`src/rtl/trap_ctrl.sv`:
```
// Trap/exception controller: prioritises MEM-stage exceptions and interrupts, hands one code per
// trap to csr, then redirects the pipeline. Optional vectored interrupt targets: TRAP_VECTORED_EN.
module trap_ctrl #(
    parameter logic [4:0]  MTIME_ADDR     = 5'h1C,
    parameter logic [4:0]  MTIMECMP_ADDR  = 5'h1D,
    parameter int unsigned TIMER_PRESCALE = 1
) (
    input  logic        clk,
    input  logic        rst,
    input  logic        inst_valid_i,
    input  logic [31:0] inst_addr_i,
    input  logic        ecall_i,
    input  logic        ebreak_i,
    input  logic        ov_i,
    input  logic        inst_invalid_i,
    input  logic        load_misalign_i,
    input  logic        store_misalign_i,
    input  logic        mret_i,
    input  logic        ext_int_i,
    input  logic [31:0] mstatus_i,
    input  logic [31:0] mtvec_i,
    input  logic [31:0] mepc_i,
    input  logic        csr_we_i,
    input  logic [4:0]  csr_waddr_i,
    input  logic [31:0] csr_wdata_i,
    input  logic [4:0]  csr_raddr_i,
    output logic [31:0] rdata_o,
    output logic [31:0] excepttype_o,
    output logic [31:0] current_inst_addr_o,
    output logic        stall_req_o,
    output logic        flush_o,
    output logic [31:0] new_pc_o,
    output logic        timer_int_o
);

    localparam logic [31:0] CODE_EXT      = 32'd0;
    localparam logic [31:0] CODE_ECALL    = 32'd1;
    localparam logic [31:0] CODE_EBREAK   = 32'd2;
    localparam logic [31:0] CODE_TIMER    = 32'd3;
    localparam logic [31:0] CODE_OV       = 32'd4;
    localparam logic [31:0] CODE_INVALID  = 32'd5;
    localparam logic [31:0] CODE_LOAD_MIS = 32'd6;
    localparam logic [31:0] CODE_STORE_MIS= 32'd7;
    localparam logic [31:0] CODE_MRET     = 32'hFFFF_FFFF;
    localparam logic [31:0] CODE_NONE     = 32'h0000_00FF;
    localparam logic [31:0] PRESCALE_LAST = 32'(TIMER_PRESCALE - 1);

    typedef enum logic [1:0] {
        IDLE,
        COMMIT,
        REDIRECT
    } state_t;

    state_t      state;
    logic        trap_hit;
    logic [31:0] trap_code;
    logic [31:0] trap_base;
    logic [31:0] trap_target;
    logic [31:0] mtime;
    logic [31:0] mtimecmp;
    logic [31:0] pre_cnt;
    logic        tick;
    logic        wr_mtime;
    logic        wr_mtimecmp;

    // Only MIE and the mtvec mode bits are meaningful to this block.
    logic unused_csr_bits;
    assign unused_csr_bits = &{1'b0, mstatus_i[31:4], mstatus_i[2:0], mtvec_i[1:0]};

    // NOTE: every output of an always_comb gets a default first, so no path can infer a latch.
    always_comb begin
        trap_hit  = 1'b0;
        trap_code = CODE_NONE;
        if (inst_valid_i) begin
            trap_hit = 1'b1;
            if (inst_invalid_i)        trap_code = CODE_INVALID;
            else if (ecall_i)          trap_code = CODE_ECALL;
            else if (ebreak_i)         trap_code = CODE_EBREAK;
            else if (load_misalign_i)  trap_code = CODE_LOAD_MIS;
            else if (store_misalign_i) trap_code = CODE_STORE_MIS;
            else if (ov_i)             trap_code = CODE_OV;
            else if (mret_i)           trap_code = CODE_MRET;
            else if (mstatus_i[3] && timer_int_o) trap_code = CODE_TIMER;
            else if (mstatus_i[3] && ext_int_i)   trap_code = CODE_EXT;
            else                       trap_hit  = 1'b0;
        end
    end

    assign trap_base = {mtvec_i[31:2], 2'b00};

    // In COMMIT, excepttype_o still holds the pending code and selects the target.
`ifdef TRAP_VECTORED_EN
    always_comb begin
        trap_target = trap_base;
        if (mtvec_i[1:0] == 2'b01) begin
            if (excepttype_o == CODE_TIMER)    trap_target = trap_base + 32'd28;
            else if (excepttype_o == CODE_EXT) trap_target = trap_base + 32'd44;
        end
    end
`else
    assign trap_target = trap_base;
`endif

    // NOTE: sequential state is updated with non-blocking assignments only, so every register
    // samples pre-edge values regardless of statement order.
    always_ff @(posedge clk or negedge rst) begin
        if (!rst) begin
            state               <= IDLE;
            excepttype_o        <= CODE_NONE;
            current_inst_addr_o <= '0;
            new_pc_o            <= '0;
            flush_o             <= 1'b0;
            stall_req_o         <= 1'b0;
        end else begin
            case (state)
                IDLE: begin
                    flush_o <= 1'b0;
                    if (trap_hit) begin
                        excepttype_o        <= trap_code;
                        current_inst_addr_o <= inst_addr_i;
                        stall_req_o         <= 1'b1;
                        state               <= COMMIT;
                    end else begin
                        stall_req_o <= 1'b0;
                    end
                end
                COMMIT: begin
                    excepttype_o <= CODE_NONE;
                    flush_o      <= 1'b1;
                    stall_req_o  <= 1'b1;
                    new_pc_o     <= (excepttype_o == CODE_MRET) ? mepc_i : trap_target;
                    state        <= REDIRECT;
                end
                REDIRECT: begin
                    flush_o     <= 1'b0;
                    stall_req_o <= 1'b0;
                    state       <= IDLE;
                end
                default: begin
                    excepttype_o <= CODE_NONE;
                    flush_o      <= 1'b0;
                    stall_req_o  <= 1'b0;
                    state        <= IDLE;
                end
            endcase
        end
    end

    assign tick        = (pre_cnt == PRESCALE_LAST);
    assign wr_mtime    = csr_we_i && (csr_waddr_i == MTIME_ADDR);
    assign wr_mtimecmp = csr_we_i && (csr_waddr_i == MTIMECMP_ADDR);

    // Software writes take precedence over the free-running increment and the compare set.
    always_ff @(posedge clk or negedge rst) begin
        if (!rst) begin
            pre_cnt     <= '0;
            mtime       <= '0;
            mtimecmp    <= '0;
            timer_int_o <= 1'b0;
        end else begin
            pre_cnt <= tick ? '0 : pre_cnt + 32'd1;
            if (wr_mtime)  mtime <= csr_wdata_i;
            else if (tick) mtime <= mtime + 32'd1;
            if (wr_mtimecmp) mtimecmp <= csr_wdata_i;
            if (wr_mtimecmp)
                timer_int_o <= 1'b0;
            else if ((mtimecmp != 32'd0) && (mtime >= mtimecmp))
                timer_int_o <= 1'b1;
        end
    end

    always_comb begin
        rdata_o = '0;
        if (csr_raddr_i == MTIME_ADDR)         rdata_o = mtime;
        else if (csr_raddr_i == MTIMECMP_ADDR) rdata_o = mtimecmp;
    end

endmodule

```
`config.mk`:
```
export PLATFORM = sky130hd
export DESIGN_NAME = trap_ctrl
export DESIGN_NICKNAME = d
export VERILOG_FILES = /design/src/rtl/trap_ctrl.sv
export SDC_FILE = /design/constraint.sdc
export NUM_CORES = 1
export LEC_CHECK = 0
export ABC_AREA = 1
export ABC_CLOCK_PERIOD_IN_PS = 1900
export CAP_MARGIN = 20
export CORE_MARGIN = 10
export CORE_UTILIZATION = 43
export CTS_CLUSTER_SIZE = 10
export DETAILED_ROUTE_END_ITERATION = 10
export HOLD_SLACK_MARGIN = 0.06
export PLACE_DENSITY = 0.87
export SLEW_MARGIN = 15
export SYNTH_ARGS = -nofsm -noshare
export SYNTH_HDL_FRONTEND = slang
export SYNTH_SLANG_ARGS = --single-unit
```
`constraint.sdc`:
```
create_clock -name clk -period 1.9 [get_ports clk]
set_clock_uncertainty 0.15 [all_clocks]
set_input_delay 0.475 -clock clk [delete_from_list [all_inputs] [get_ports clk]]
set_output_delay 0.475 -clock clk [all_outputs]
set_load 0.05 [all_outputs]
```
==> flow_summary.json <==
{
  "failed_checks": "setup timing",
  "post_drt_via_cell_ratio": 5.504,
  "worstSkewPairLatency_ps": 440,
  "cts_htree_levels": 4,
  "timing_max_transition_violations_final": 0,
  "fin_setup_tns_ps": -7736,
  "final_min_period_over_clock_period": 1.130,
  "share_of_final_layout_standard_cells_stronger_than_drive_strength_1": 0.2854,
  "overflow": 0,
  "hold_viol": 0,
  "power.total_mw": 15.59,
  "grt_first_pass_wirelength_um": 54900,
  "power_leakage_nw": 7.558,
  "worstSetupPathDepth": 8,
  "worst_r2r_startpoint": "pre_cnt[0]",
  "p_per_area_nw_per_um2": 966.1,
  "syn_area_um2": 9789,
  "max_slew.worst_pin.slew_ps": 467.7,
  "crit_chain": "buf_8 -> nand2_8 -> nor2_4 -> nand3b_1 -> buf_6 -> buf_12 -> o22ai_4 -> buf_12",
  "ys.warnings.count": 0,
  "route.antenna.remaining_nets": 0,
  "drt-wirelength-per-cell_um": 19.71,
  "synth.ff_latch_count": 170,
  "total_switching_power_mw": 6.534,
  "top_level_ports": 313,
  "setup.reg_to_reg.worst_slack_ps": -100,
  "ys_types": 39,
  "grt_pass1_vias": 10500,
  "detailroute.via_count": 10770,
  "floorplan.die_area_um2": 29200,
  "grt_setup_unrepaired": "true",
  "startpoint": "csr_raddr_i[3]",
  "tritoncts": "done",
  "ys.flop_type": "sky130_fd_sc_hd__dfrtp_1",
  "grt_start_max_net_pins": 66,
  "detail_route.drc_violations": 0,
  "clock-root-buffer": "sky130_fd_sc_hd__clkbuf_16",
  "synthesis.area_per_instance_um2": 7.666,
  "drt-initial-drc-count": 1127,
  "final.min_clock_period_ps": 2146,
  "reg2reg_depth": 12,
  "area.growth.synth_to_final_pct": 64.80,
  "timing.critical_path.slowest_cell_delay_ps": 200,
  "cp-start-kind": "input port",
  "die_y_um": 170.9,
  "initial_core_util": 0.4350,
  "proportion_of_register_bits_with_asynchronous_set_or_reset_after_synthesis": 1.000,
  "synth_fp_nets": 1494,
  "clock_slew_seen_by_the_registers_of_the_worst_setup_and_hold_paths_ps": 70,
  "critical-path-slowest-cell": "sky130_fd_sc_hd__buf_6",
  "antenna_found_initial": 2,
  "critical_path.top_delay_family": "buffers and inverters",
  "power.share.clock": 0.239,
  "endpoint_kind": "primary output",
  "layout_setup_ws_ps": -246.2,
  "seqPwrFrac": 0.323,
  "power.share.switching": 0.4192,
  "critical_path_class": "input port to primary output",
  "numClockSinks": 170,
  "row_count": 55,
  "worstPathRequired_ps": 1270,
  "regToRegEndpoint": "pre_cnt[30]",
  "groute.usage.overall": 0.2349,
  "slew_headroom": 0.6853,
  "die_width_um": 170.9,
  "crit_path_frequent_cell": "sky130_fd_sc_hd__buf_12",
  "layout_common_cells": "377 x sky130_fd_sc_hd__nand2_1, 170 x sky130_fd_sc_hd__buf_4, 156 x sky130_fd_sc_hd__dfrtp_1",
  "netlist_instances": 1277,
  "largest_fanout_on_the_critical_path": 7,
  "intPower_mw": 9.053,
  "worstSetupEndpoint": "rdata_o[26]",
  "cts_inserted_buffers": 17,
  "post-dp-hpwl_um": 26650,
  "core-area_um2": 22500,
  "ir_drop_mv": 0.6411,
  "hold-path-cell-count": 2,
  "synth-edff-count": 0,
  "net_count_final": 1872,
  "arrival_ps": 1520,
  "layout_commonest_cell": "sky130_fd_sc_hd__nand2_1",
  "max_capacitance_violation_total": 0,
  "drt_wl_total_um": 38560,
  "cts-root-to-sink-buffers": 2,
  "place.port_buffers": 279,
  "routabilityCongestion": 0.9623,
  "combPwrFrac": 0.438,
  "status": "complete, but fails checks",
  "worstHoldPathType": "register to register",
  "fmaxAchievable_ghz": 0.4659,
  "yosysSeqAreaShare": 0.4351,
  "finalSetupViolations": 73,
  "detail_route.first_pass.iterations": 8,
  "worstPathBufferInverterCount": 4,
  "nFillCells": 1409
}
-- flip-flops by register name, indices dropped and copies added, names as in the netlist, 2 cells and up --
signal / count
current_inst_addr_o: 32
mtime: 32
mtimecmp: 32
new_pc_o: 32
pre_cnt: 32
excepttype_o: 5
state: 2
-- worst reg2reg max path: stages, from the launching register on --
cell	delay, ps
sky130_fd_sc_hd__dfrtp_1	380
sky130_fd_sc_hd__buf_6	130
sky130_fd_sc_hd__ha_4	160
sky130_fd_sc_hd__nand3_4	80
sky130_fd_sc_hd__inv_2	70
sky130_fd_sc_hd__nand2_4	70
sky130_fd_sc_hd__nor2_8	110
sky130_fd_sc_hd__nand4_4	120
sky130_fd_sc_hd__nor2_4	220
sky130_fd_sc_hd__nand2_2	120
sky130_fd_sc_hd__o21ai_2	150
sky130_fd_sc_hd__inv_1	50
sky130_fd_sc_hd__nor2_1	120
-- worst min-delay path by stage --
stage,start,end,slack [ps]
after floorplan,rst,current_inst_addr_o[0],30
after global placement,rst,current_inst_addr_o[22],260
after detailed placement,rst,current_inst_addr_o[1],270
after CTS,current_inst_addr_o[7],current_inst_addr_o[7],340
after global routing,current_inst_addr_o[1],current_inst_addr_o[1],360
final,current_inst_addr_o[7],current_inst_addr_o[7],340
-- layout make-up --
| cell class | count | area, um^2 | share of cell area |
|---|---|---|---|
| multi-input cells | 877 | 5389 | 0.3340 |
| clock buffers | 19 | 442.9 | 0.02745 |
| repair buffers | 429 | 4883 | 0.3027 |
| diodes | 3 | 7.507 | 0.0004653 |
| well taps | 285 | 356.6 | 0.02210 |
| flip-flops and latches | 170 | 4272 | 0.2648 |
| inverters | 160 | 603.1 | 0.03738 |
| clock inverters | 13 | 178.9 | 0.01109 |
-- layer usage --
metal / share of wire / wire length, um / global-route usage / up-vias
met5: 0 / 0 / 0 / -
met4: 0.057 / 2191 / 0.1123 / 0
met3: 0.077 / 2977 / 0.05530 / 188
met2: 0.52 / 20020 / 0.4204 / 605
met1: 0.35 / 13360 / 0.2563 / 5124
li1: - / - / - / 4849
-- power groups by stage --
stage | logic [mW] | clock network, mW | registers [mW]
2_1_floorplan | 2.35 | 0 | 6.35
3_3_place_gp | 6.07 | 0 | 4.97
3_5_place_dp | 6.27 | 0 | 5.02
4_1_cts | 6.35 | 3.74 | 4.97
5_1_grt | 7.26 | 3.93 | 5.11
6_report | 6.82 | 3.73 | 5.03
-- cells in the mapped netlist (3+ instances only) --
master	instances	area share
sky130_fd_sc_hd__clkbuf_1	24	0.0092
sky130_fd_sc_hd__inv_2	8	0.0031
sky130_fd_sc_hd__nand2_2	3	0.0019
sky130_fd_sc_hd__o21ai_0	50	0.026
sky130_fd_sc_hd__ha_1	35	0.045
sky130_fd_sc_hd__dfrtp_1	166	0.42
sky130_fd_sc_hd__a21oi_1	17	0.0087
sky130_fd_sc_hd__nor2_1	107	0.041
sky130_fd_sc_hd__nand3_2	6	0.0061
sky130_fd_sc_hd__xnor2_1	3	0.0027
sky130_fd_sc_hd__o21ai_1	13	0.0066
sky130_fd_sc_hd__o211ai_1	16	0.012
sky130_fd_sc_hd__nor3_2	5	0.0051
sky130_fd_sc_hd__nor4_1	9	0.0058
sky130_fd_sc_hd__nand3b_1	3	0.0023
sky130_fd_sc_hd__nor2_2	3	0.0019
sky130_fd_sc_hd__buf_4	31	0.024
sky130_fd_sc_hd__nand3_1	36	0.018
sky130_fd_sc_hd__inv_1	152	0.058
sky130_fd_sc_hd__dfstp_2	4	0.011
sky130_fd_sc_hd__nor2_4	3	0.0035
sky130_fd_sc_hd__nand4_1	27	0.017
sky130_fd_sc_hd__nand2_1	401	0.15
sky130_fd_sc_hd__a21o_1	4	0.0031
sky130_fd_sc_hd__nor3_1	18	0.0092
sky130_fd_sc_hd__o22ai_1	33	0.021
sky130_fd_sc_hd__a31oi_1	31	0.020
sky130_fd_sc_hd__xor2_1	40	0.036
sky130_fd_sc_hd__buf_2	15	0.0077
-- metrics by stage --
| stage | setup WS [ps] | std cells | hold WS, ps | util | cell area, um^2 |
|---|---|---|---|---|---|
| after global placement | -748.6 | 1873 | 259.6 | 0.6462 | 14540 |
| final | -246.2 | 1956 | 336.5 | 0.7169 | 16130 |
| after floorplan | -262.4 | 1277 | 29.41 | - | 10280 |
| after global routing | -278.4 | 1954 | 359.3 | 0.7167 | 16130 |
| after detailed placement | -757.6 | 1873 | 265.6 | 0.6462 | 14540 |
| after CTS | -276.3 | 1916 | 335.7 | 0.6855 | 15430 |
-- what timing repair did --
| item | in CTS | in global routing |
|---|---|---|
| hold endpoints to repair | 28 | 0 |
| setup endpoints to repair | 72 | 115 |
| hold buffers | 1 | 0 |
| pin swaps | 8 | 31 |
| buffers inserted | 7 | 35 |
| gates cloned | 3 | 5 |
| gates resized for setup | 49 | 114 |
-- cell families after synthesis --
family,synth area share
compound gates,0.1014
xor+xnor,0.03847
fa+ha+maj,0.04473
buf+inv,0.1020
flops,0.4351
simple gates,0.2784
Power figures use the tool's default switching activity.
